--- config.mk ---
export PLATFORM = sky130hd
export DESIGN_NAME = note_sequencer
export DESIGN_NICKNAME = d
export VERILOG_FILES = /design/src/rtl/note_seq_pkg.sv /design/src/rtl/note_sequencer_tick_gen.sv /design/src/rtl/note_sequencer.sv
export SDC_FILE = /design/constraint.sdc
export NUM_CORES = 1
export LEC_CHECK = 0
export ABC_AREA = 1
export BUFFER_PORTS_ARGS = -buffer_cell sky130_fd_sc_hd__buf_2
export CAP_MARGIN = 5
export CORE_UTILIZATION = 40
export DETAILED_ROUTE_END_ITERATION = 8
export PLACE_DENSITY = 0.61
export REMOVE_ABC_BUFFERS = 1
export SLEW_MARGIN = 10
export SYNTH_ARGS = -nofsm -noshare
export SYNTH_HDL_FRONTEND = slang
export SYNTH_SLANG_ARGS = --single-unit
export TNS_END_PERCENT = 30
--- constraint.sdc ---
create_clock -name clk -period 2.1 [get_ports clk]
set_input_delay 0.42 -clock clk [delete_from_list [all_inputs] [get_ports clk]]
set_output_delay 0.42 -clock clk [all_outputs]
set_load 0.01 [all_outputs]
--- src/rtl/note_seq_pkg.sv ---
// Shared types and constants for the note sequencer and its song ROM format.
package note_seq_pkg;

   typedef enum logic [2:0] {
      S_IDLE,
      S_FETCH,
      S_LOAD,
      S_PLAY,
      S_GAP,
      S_END
   } seq_state_t;

   localparam logic [4:0] NOTE_REST = 5'd31;

   localparam int NOTE_MSB = 15;
   localparam int NOTE_LSB = 11;
   localparam int DUR_MSB  = 10;

   typedef struct packed {
      logic [NOTE_MSB-NOTE_LSB:0] note;
      logic [DUR_MSB:0]           dur;
   } song_word_t;

endpackage

--- src/rtl/note_sequencer_tick_gen.sv ---
// Prescaler producing a one-clock tick every DIV clocks; clear restarts the count at 0.
module tick_gen #(
   parameter int DIV = 10
) (
   input  logic clk,
   input  logic reset,
   input  logic clear,
   output logic tick
);

   localparam int CNT_W = (DIV > 1) ? $clog2(DIV) : 1;
   localparam logic [CNT_W-1:0] CNT_LAST = CNT_W'(DIV - 1);

   logic [CNT_W-1:0] cnt;

   always_ff @(posedge clk or posedge reset) begin
      if (reset)
         cnt <= '0;
      else if (clear || cnt == CNT_LAST)
         cnt <= '0;
      else
         cnt <= cnt + CNT_W'(1);
   end

   assign tick = !clear && (cnt == CNT_LAST);

endmodule

--- src/rtl/note_sequencer.sv ---
// Song player walking a {note, dur} ROM and driving the PWM note index.
// Build option NOTE_SEQ_LOOP_EN: end of song restarts at address 0 instead of stopping.
//
// state   | meaning
// --------+---------------------------------------------------------
// S_IDLE  | silent, waiting for start
// S_FETCH | ROM address presented, waiting for registered read data
// S_LOAD  | ROM word sampled: end marker or new note
// S_PLAY  | note sounding, dur_cnt counts ticks down
// S_GAP   | articulation rest, gap_cnt counts ticks down
// S_END   | one-cycle done pulse, then back to idle
module note_sequencer
   import note_seq_pkg::*;
#(
   parameter int CLK_HZ    = 100_000_000,
   parameter int TICK_HZ   = 1000,
   parameter int ADDR_W    = 6,
   parameter int GAP_TICKS = 20
) (
   input  logic              clk,
   input  logic              reset,
   input  logic              start,
   input  logic              stop,
   output logic [ADDR_W-1:0] rom_addr,
   input  logic [15:0]       rom_data,
   output logic [4:0]        note,
   output logic              busy,
   output logic              done
);

   localparam int DIV = CLK_HZ / TICK_HZ;
   localparam logic [10:0] GAP_LOAD = 11'(GAP_TICKS);

`ifdef NOTE_SEQ_LOOP_EN
   localparam seq_state_t END_STATE = S_FETCH;
`else
   localparam seq_state_t END_STATE = S_END;
`endif

   seq_state_t        state, state_nxt;
   logic [ADDR_W-1:0] addr_nxt;
   logic [4:0]        note_nxt;
   logic              busy_nxt, done_nxt;
   logic [10:0]       dur_cnt, dur_nxt;
   logic [10:0]       gap_cnt, gap_nxt;

   song_word_t word;
   logic       tick, clear;
   logic       last_addr, note_over, gap_over, advance, end_evt, abort;

   assign word      = song_word_t'(rom_data);
   assign last_addr = (rom_addr == {ADDR_W{1'b1}});
   assign note_over = (state == S_PLAY) && tick && (dur_cnt == 11'd1);
   assign gap_over  = (state == S_GAP) && tick && (gap_cnt == 11'd1);
   assign advance   = gap_over || (note_over && GAP_TICKS == 0);
   assign end_evt   = ((state == S_LOAD) && (word.dur == '0)) || (advance && last_addr);
   assign abort     = stop && (state != S_IDLE);

   // Prescaler only runs while timing a note or gap, so every LOAD restarts it from 0.
   assign clear = (state != S_PLAY) && (state != S_GAP);

   tick_gen #(.DIV(DIV)) u_tick_gen (
      .clk   (clk),
      .reset (reset),
      .clear (clear),
      .tick  (tick)
   );

   always_ff @(posedge clk or posedge reset) begin
      if (reset) begin
         state    <= S_IDLE;
         rom_addr <= '0;
         note     <= NOTE_REST;
         busy     <= 1'b0;
         done     <= 1'b0;
         dur_cnt  <= '0;
         gap_cnt  <= '0;
      end else begin
         state    <= state_nxt;
         rom_addr <= addr_nxt;
         note     <= note_nxt;
         busy     <= busy_nxt;
         done     <= done_nxt;
         dur_cnt  <= dur_nxt;
         gap_cnt  <= gap_nxt;
      end
   end

   always_comb begin
      state_nxt = state;
      case (state)
         S_IDLE:  if (start && !stop) state_nxt = S_FETCH;
         S_FETCH: state_nxt = S_LOAD;
         S_LOAD:  state_nxt = (word.dur == '0) ? END_STATE : S_PLAY;
         S_PLAY:  if (note_over) state_nxt = (GAP_TICKS > 0) ? S_GAP : (last_addr ? END_STATE : S_FETCH);
         S_GAP:   if (gap_over) state_nxt = last_addr ? END_STATE : S_FETCH;
         S_END:   state_nxt = S_IDLE;
         default: state_nxt = S_IDLE;
      endcase
      if (abort) state_nxt = S_IDLE;
   end

   always_comb begin
      addr_nxt = rom_addr;
      note_nxt = note;
      busy_nxt = busy;
      done_nxt = 1'b0;
      dur_nxt  = dur_cnt;
      gap_nxt  = gap_cnt;
      case (state)
         S_IDLE: begin
            note_nxt = NOTE_REST;
            busy_nxt = 1'b0;
            if (start && !stop) begin
               addr_nxt = '0;
               busy_nxt = 1'b1;
            end
         end
         S_LOAD: begin
            if (word.dur != '0) begin
               note_nxt = word.note;
               dur_nxt  = word.dur;
               gap_nxt  = '0;
            end
         end
         S_PLAY: begin
            if (tick) begin
               dur_nxt = dur_cnt - 11'd1;
               if (dur_cnt == 11'd1 && GAP_TICKS > 0) begin
                  note_nxt = NOTE_REST;
                  gap_nxt  = GAP_LOAD;
               end
            end
         end
         S_GAP: begin
            if (tick) gap_nxt = gap_cnt - 11'd1;
         end
         S_END: begin
            note_nxt = NOTE_REST;
            busy_nxt = 1'b0;
         end
         default: ;
      endcase
      if (advance && !last_addr) addr_nxt = rom_addr + ADDR_W'(1);
      if (end_evt) begin
         done_nxt = 1'b1;
         note_nxt = NOTE_REST;
`ifdef NOTE_SEQ_LOOP_EN
         addr_nxt = '0;
`else
         busy_nxt = 1'b0;
`endif
      end
      if (abort) begin
         note_nxt = NOTE_REST;
         busy_nxt = 1'b0;
         done_nxt = 1'b0;
      end
   end

endmodule

==> impl_metrics.toml, run 1 <==
[run_status]
status = "complete, no violations"

[floorplanning]
fp-row-count = 33
die_w_um = 94.3
ios = 33
die_h_um = 94.3
core_um2 = 8220
die_area_um2 = 8900
start_util_pct = 41.5

[synth]
synthCells = 479
synthArstFlopShare_pct = 100
seq_area_frac_synth_pct = 40.5
ys_ff_latch = 55
syn_avg_cell_area_um2 = 7.12
syn_area_um2 = 3410
synth_warnings = 0
synth_edf_count = 0
ys_types = 34
synth-main-ff-cell = "dfrtp_1"

[timing]
relSlewSlack_pct = 68.8
slew_violations = 0
setup_viol_count_final = 0
setup_tns_ns = 0
skew_ns = 0.0155
period_needed_ns = 1.91
min_period_over_period_pct = 91.0
worstMarginPinSlew_ns = 0.467
hold_viol_final = 0
max_freq_mhz = 523
grt_setup_unrepaired = "yes"

[setup_path]
critPathBufInv = 1
path_cells = "ha_1 -> nand3_2 -> nor2_1 -> nand3_4 -> nand2_2 -> nand2_2 -> nor2_8 -> inv_1 -> nand2_1 -> nand2_1"
cp_slowest_cell = "dfrtp_1"
critPathKind = "register to register"
critPathTopFamily = "simple AND/OR/NAND/NOR gates"
critPathArrivalTime_ns = 2.12
path_max_fanout = 19
max_stage_delay_ns = 0.39
cp_data_required_time_ns = 2.31
reg2reg_depth = 10
start_kind = "register"
cp-end-kind = "register"
cp.depth = 10

[final_layout]
nNetsFinal = 540
fin_cells = 620
n_antenna_cell = 0
drive_gt1_share_pct = 13.8
fill_cells = 803
layout_commonest_cell = "nand2_1"
area_growth_pct = 12.2
mostFrequentLayoutCells = "126 x nand2_1, 68 x nor2_1, 55 x inv_1, 50 x dfrtp_1"
design_area_um2 = 3830

[detailed_routing]
drtIter0Drc = 165
viasPerCell = 4.91
num_vias = 3042
ant_nets = 0
drc = 0
drt_wl_total_um = 7350
wl_per_cell_um = 11.9
dr.pass1.iters = 4

[clocking]
post_cts_buffers = 0
clockBufferDepth = 2
cts_tree = "yes"
clk_latency_ns = 0.32
cts_root_buf = "clkbuf_8"
clock-sinks = 55
cts_buffers = 5
cts.clk_slew.worst_paths_ns = 0.11
htree_levels = 2

[grt]
grt_usage_pct = 18.1
antenna_found_initial = 0
grt_pass1_wl_um = 12800
grt_max_degree = 36
grt_pass1_vias = 2717
gr-total-overflow = 0

[run]
cap_violations = 0

[place]
place_area_um2 = 3700
io_buffers = 32
dp_cells = 612
place_congestion = 0.853
dpl.hpwl_um = 5530

[pwr]
vdd_drop_max_v = 0.000620
power_leakage_nw = 1.86
power_density_nw_per_um2 = 1180

[hold_path]
hold_path_class = "input pin to asynchronous set/reset pin"
==> cell type report <==
type | count | area [µm²] | share of cell area, %
inverters | 62 | 233 | 6.08
flip-flops and latches | 55 | 1380 | 36.1
repair buffers | 38 | 218 | 5.69
clock buffers | 5 | 68.8 | 1.80
multi-input cells | 352 | 1750 | 45.6
well taps | 105 | 131 | 3.43
clock inverters | 3 | 47.5 | 1.24
==> routing by layer <==
layer	wire (µm)	vias to the layer above	GRT usage (%)
li1	-	1611	-
met1	3820	1381	27.1
met2	3180	45	26.7
met3	278	5	3.06
met4	73	0	4.62
met5	0	-	0
==> worst paths after layout <==
path                       slack, ns              start                end
max                             0.19  u_tick_gen.cnt[0]         gap_cnt[7]
min                              0.1              reset        rom_addr[3]
max reg2reg                     0.19  u_tick_gen.cnt[0]         gap_cnt[7]
min reg2reg                     0.47  u_tick_gen.cnt[0]  u_tick_gen.cnt[0]
max in group asynchronous       1.40              reset            note[1]
min in group clk                0.38       rom_data[12]            note[1]
==> cell usage after synthesis, types with 3 or more instances <==
cell type,instances,share of area [%]
nand2_1,126,14
nor2_1,68,7.5
inv_1,56,6.2
dfrtp_1,50,37
nand3_1,33,4.8
o21ai_0,26,3.8
nor3_1,15,2.2
a21oi_1,14,2.1
xor2_1,12,3.1
nand4_1,11,2.0
o21ai_1,8,1.2
ha_1,6,2.2
inv_2,6,0.66
dfstp_2,5,3.9
or4_1,5,1.1
xnor2_1,5,1.3
buf_2,4,0.59
nand2_2,4,0.73
a31oi_1,3,0.55
clkbuf_1,3,0.33
o211ai_1,3,0.66
==> worst reg2reg max path: stages (launching register included) <==
cell and delay (ns):
dfrtp_1 0.39, ha_1 0.21, nand3_2 0.13, nor2_1 0.21, nand3_4 0.13, nand2_2 0.12
nand2_2 0.10, nor2_8 0.27, inv_1 0.13, nand2_1 0.09, nand2_1 0.05
==> stage by stage <==
| stage | hold slack, ns | setup WS, ns | utilization (%) | total power (W) |
|---|---|---|---|---|
| after floorplan | 0.433 | 0.155 | - | 0.00325 |
| after global placement | 0.447 | 0.252 | 45.1 | 0.00375 |
| after detailed placement | 0.458 | 0.189 | 45.1 | 0.00377 |
| after CTS | 0.117 | 0.169 | 46.5 | 0.00453 |
| after global routing | 0.132 | -0.0182 | 46.6 | 0.00498 |
| final | 0.0963 | 0.189 | 46.6 | 0.00450 |
==> power breakdown <==
group	total, W	internal, W	switching [W]
registers	0.00161	0.00135	0.000257
logic	0.00216	0.000772	0.00138
clock network	0.000736	0.000362	0.000374
total	0.00450	0.00248	0.00202
==> logic make-up (layout without fill, tap and decap cells) <==
| family | count (synthesis) | count (layout) | synth area share (%) |
|---|---|---|---|
| simple gates | 270 | 270 | 34.9 |
| buf+inv | 72 | 108 | 8.44 |
| compound gates | 59 | 59 | 9.54 |
| fa+ha+maj | 6 | 6 | 2.20 |
| flops | 55 | 55 | 40.5 |
| xor+xnor | 17 | 17 | 4.37 |
==> registers in the layout, summed over array words and instances (netlist names) <==
signal	flops
u_tick_gen.cnt	17
busy	1
gap_cnt	11
dur_cnt	11
done	1
note	5
state	3
rom_addr	6
==> what timing repair did <==
item / 4_1_cts / 5_1_grt
gates resized for setup: 0 / 1
endpoints found under the hold margin: 0 / 0
hold buffers: 0 / 0
setup endpoints to repair: 0 / 5
Power figures use the tool's default switching activity.
==> inputs of run 2 (changes only) <==
CELL_PAD_IN_SITES_DETAIL_PLACEMENT = 1   (was default)
CELL_PAD_IN_SITES_GLOBAL_PLACEMENT = 2   (was default)
CORE_UTILIZATION = 34   (was 40)
PLACE_DENSITY = 0.83   (was 0.61)
==> run 2 against run 1 <==
Sequential share of layout area decreased by 0.94 points; core utilization down 6.2 points; total power is 5.5% higher; critical path type unchanged.
==> impl_metrics.toml, run 2 (synthesis results as in run 1) <==
[run_status]
status = "complete, no violations"

[pwr]
power_density_nw_per_um2 = 1210
clockPowerShare_pct = 15.3
internal-power_w = 0.00262
power_leakage_nw = 1.91
vdd_drop_max_v = 0.000478
combPwrFrac_pct = 51.0
p_seq_share_pct = 33.7
finalPower_w = 0.00475
power.switching_w = 0.00212
switching_share_pct = 44.7

[timing]
setup_ws_ns = 0.175
skew_ns = 0.00802
min_period_over_period_pct = 91.6
period_needed_ns = 1.92
relSlewSlack_pct = 69.9
max_freq_mhz = 520
setup_viol_count_final = 0
hold_viol_final = 0
worstMarginPinSlew_ns = 0.448
slew_violations = 0
grt_setup_unrepaired = "yes"

[grt]
grt_pass1_wl_um = 15400
antenna_found_initial = 0
use_met3_pct = 2.33
busiest_layer = "met2"
grt_max_degree = 37
gr-total-overflow = 0
grt_usage_pct = 18.9
grt_use_met1_pct = 26.1
grt_pass1_vias = 3219
grt.met2_usage_pct = 31.5

[floorplanning]
die_h_um = 102
core_um2 = 9730
ios = 33
start_util_pct = 35.1
die_w_um = 102
die_area_um2 = 10400
fp-row-count = 36

[setup_path]
path_max_fanout = 6
start_kind = "register"
reg2reg_slack_ns = 0.18
r2r_start = "u_tick_gen.cnt[0]"
critPathArrivalTime_ns = 2.12
cp_data_required_time_ns = 2.29
timing.rr.end = "rom_addr[3]"
critPathKind = "register to register"
reg2reg_depth = 8
cp-end-kind = "register"

[final_layout]
layout_commonest_cell = "nand2_1"
fin_cells = 659
final_util_pct = 40.4
largest_register = "u_tick_gen.cnt"
fill_cells = 1282
largest_reg_flops = 17
reg.largest.list = "u_tick_gen.cnt x17, dur_cnt x11, gap_cnt x11"
mostFrequentLayoutCells = "126 x nand2_1, 68 x nor2_1, 55 x inv_1, 50 x dfrtp_1, 33 x nand3_1"
area_growth_pct = 15.2
n_antenna_cell = 0
drive_gt1_share_pct = 15.0
nNetsFinal = 551

[place]
dpl.hpwl_um = 6960
pre_cts_ws_ns = 0.167
io_buffers = 32
dp_cells = 645
place_congestion = 0.821

[detailed_routing]
wl_per_cell_um = 13.7
drt_wl_total_um = 9050
drtIter0Drc = 86
viasPerCell = 4.86
dr.pass1.iters = 4
num_vias = 3200
ant_nets = 0
drc = 0

[clocking]
cts_tree = "yes"
cts_root_buf = "clkbuf_8"
hold_buffers = 0
htree_levels = 2
cts_buffers = 5
clockBufferDepth = 2
clk_latency_ns = 0.31
cts.clk_slew.worst_paths_ns = 0.11
clock-sinks = 55
cts_resized = 0

[hold_path]
hold_path_class = "input pin to asynchronous set/reset pin"

[run]
cap_violations = 0
## run 2: layout make-up
cell class              instances  area [µm²]  share of cell area [%]
clock buffers                   7        76.3                    1.94
clock inverters                 1        30.0                   0.764
inverters                      62         233                    5.92
multi-input cells             352        1740                    44.3
flip-flops and latches         55        1380                    35.2
well taps                     133         166                    4.24
repair buffers                 49         300                    7.64
## run 2: repair_timing
action / in CTS / in global routing
setup buffers: 0 / 6
endpoints found under the hold margin: 0 / 0
endpoints found under the setup margin: 0 / 7
## run 2: power groups by stage
stage	logic, W	clock network, W	registers (W)
final	0.00242	0.000726	0.00160
after global routing	0.00278	0.000787	0.00164
after CTS	0.00231	0.000741	0.00160
after detailed placement	0.00230	0	0.00162
after global placement	0.00224	0	0.00160
after floorplan	0.00165	0	0.00159
## run 2: how the worst max path moves through the flow
stage / startpoint / endpoint / slack [ns] / cells past startpoint
floorplan: state[2] / gap_cnt[8] / 0.15 / 9
global placement: u_tick_gen.cnt[0] / rom_addr[5] / 0.23 / 8
detailed placement: u_tick_gen.cnt[0] / gap_cnt[8] / 0.17 / 10
CTS: u_tick_gen.cnt[0] / gap_cnt[8] / 0.13 / 10
global route: u_tick_gen.cnt[0] / rom_addr[0] / -0.02 / 8
finish: u_tick_gen.cnt[0] / rom_addr[3] / 0.18 / 8
## run 2: critical path, stage by stage (launching register included)
cell,delay (ns)
dfrtp_1,0.39
ha_1,0.21
nand3_2,0.13
nor2_1,0.21
nand3_4,0.13
nor2_2,0.23
nand2_1,0.21
nand2_1,0.20
o22ai_1,0.10
## run 2: per-stage QoR
step	setup TNS, ns	instance area [µm²]	hold WS (ns)
floorplan	0	3360	0.433
global placement	0	3780	0.444
finish	0	3930	0.0974
global route	-0.0534	3930	0.138
detailed placement	0	3780	0.461
CTS	0	3880	0.112
## run 2: routing by layer
layer	routed length, µm	share of wire (%)
met3	189	2.1
met5	0	0
met4	98	1.1
met2	4260	47
met1	4500	50
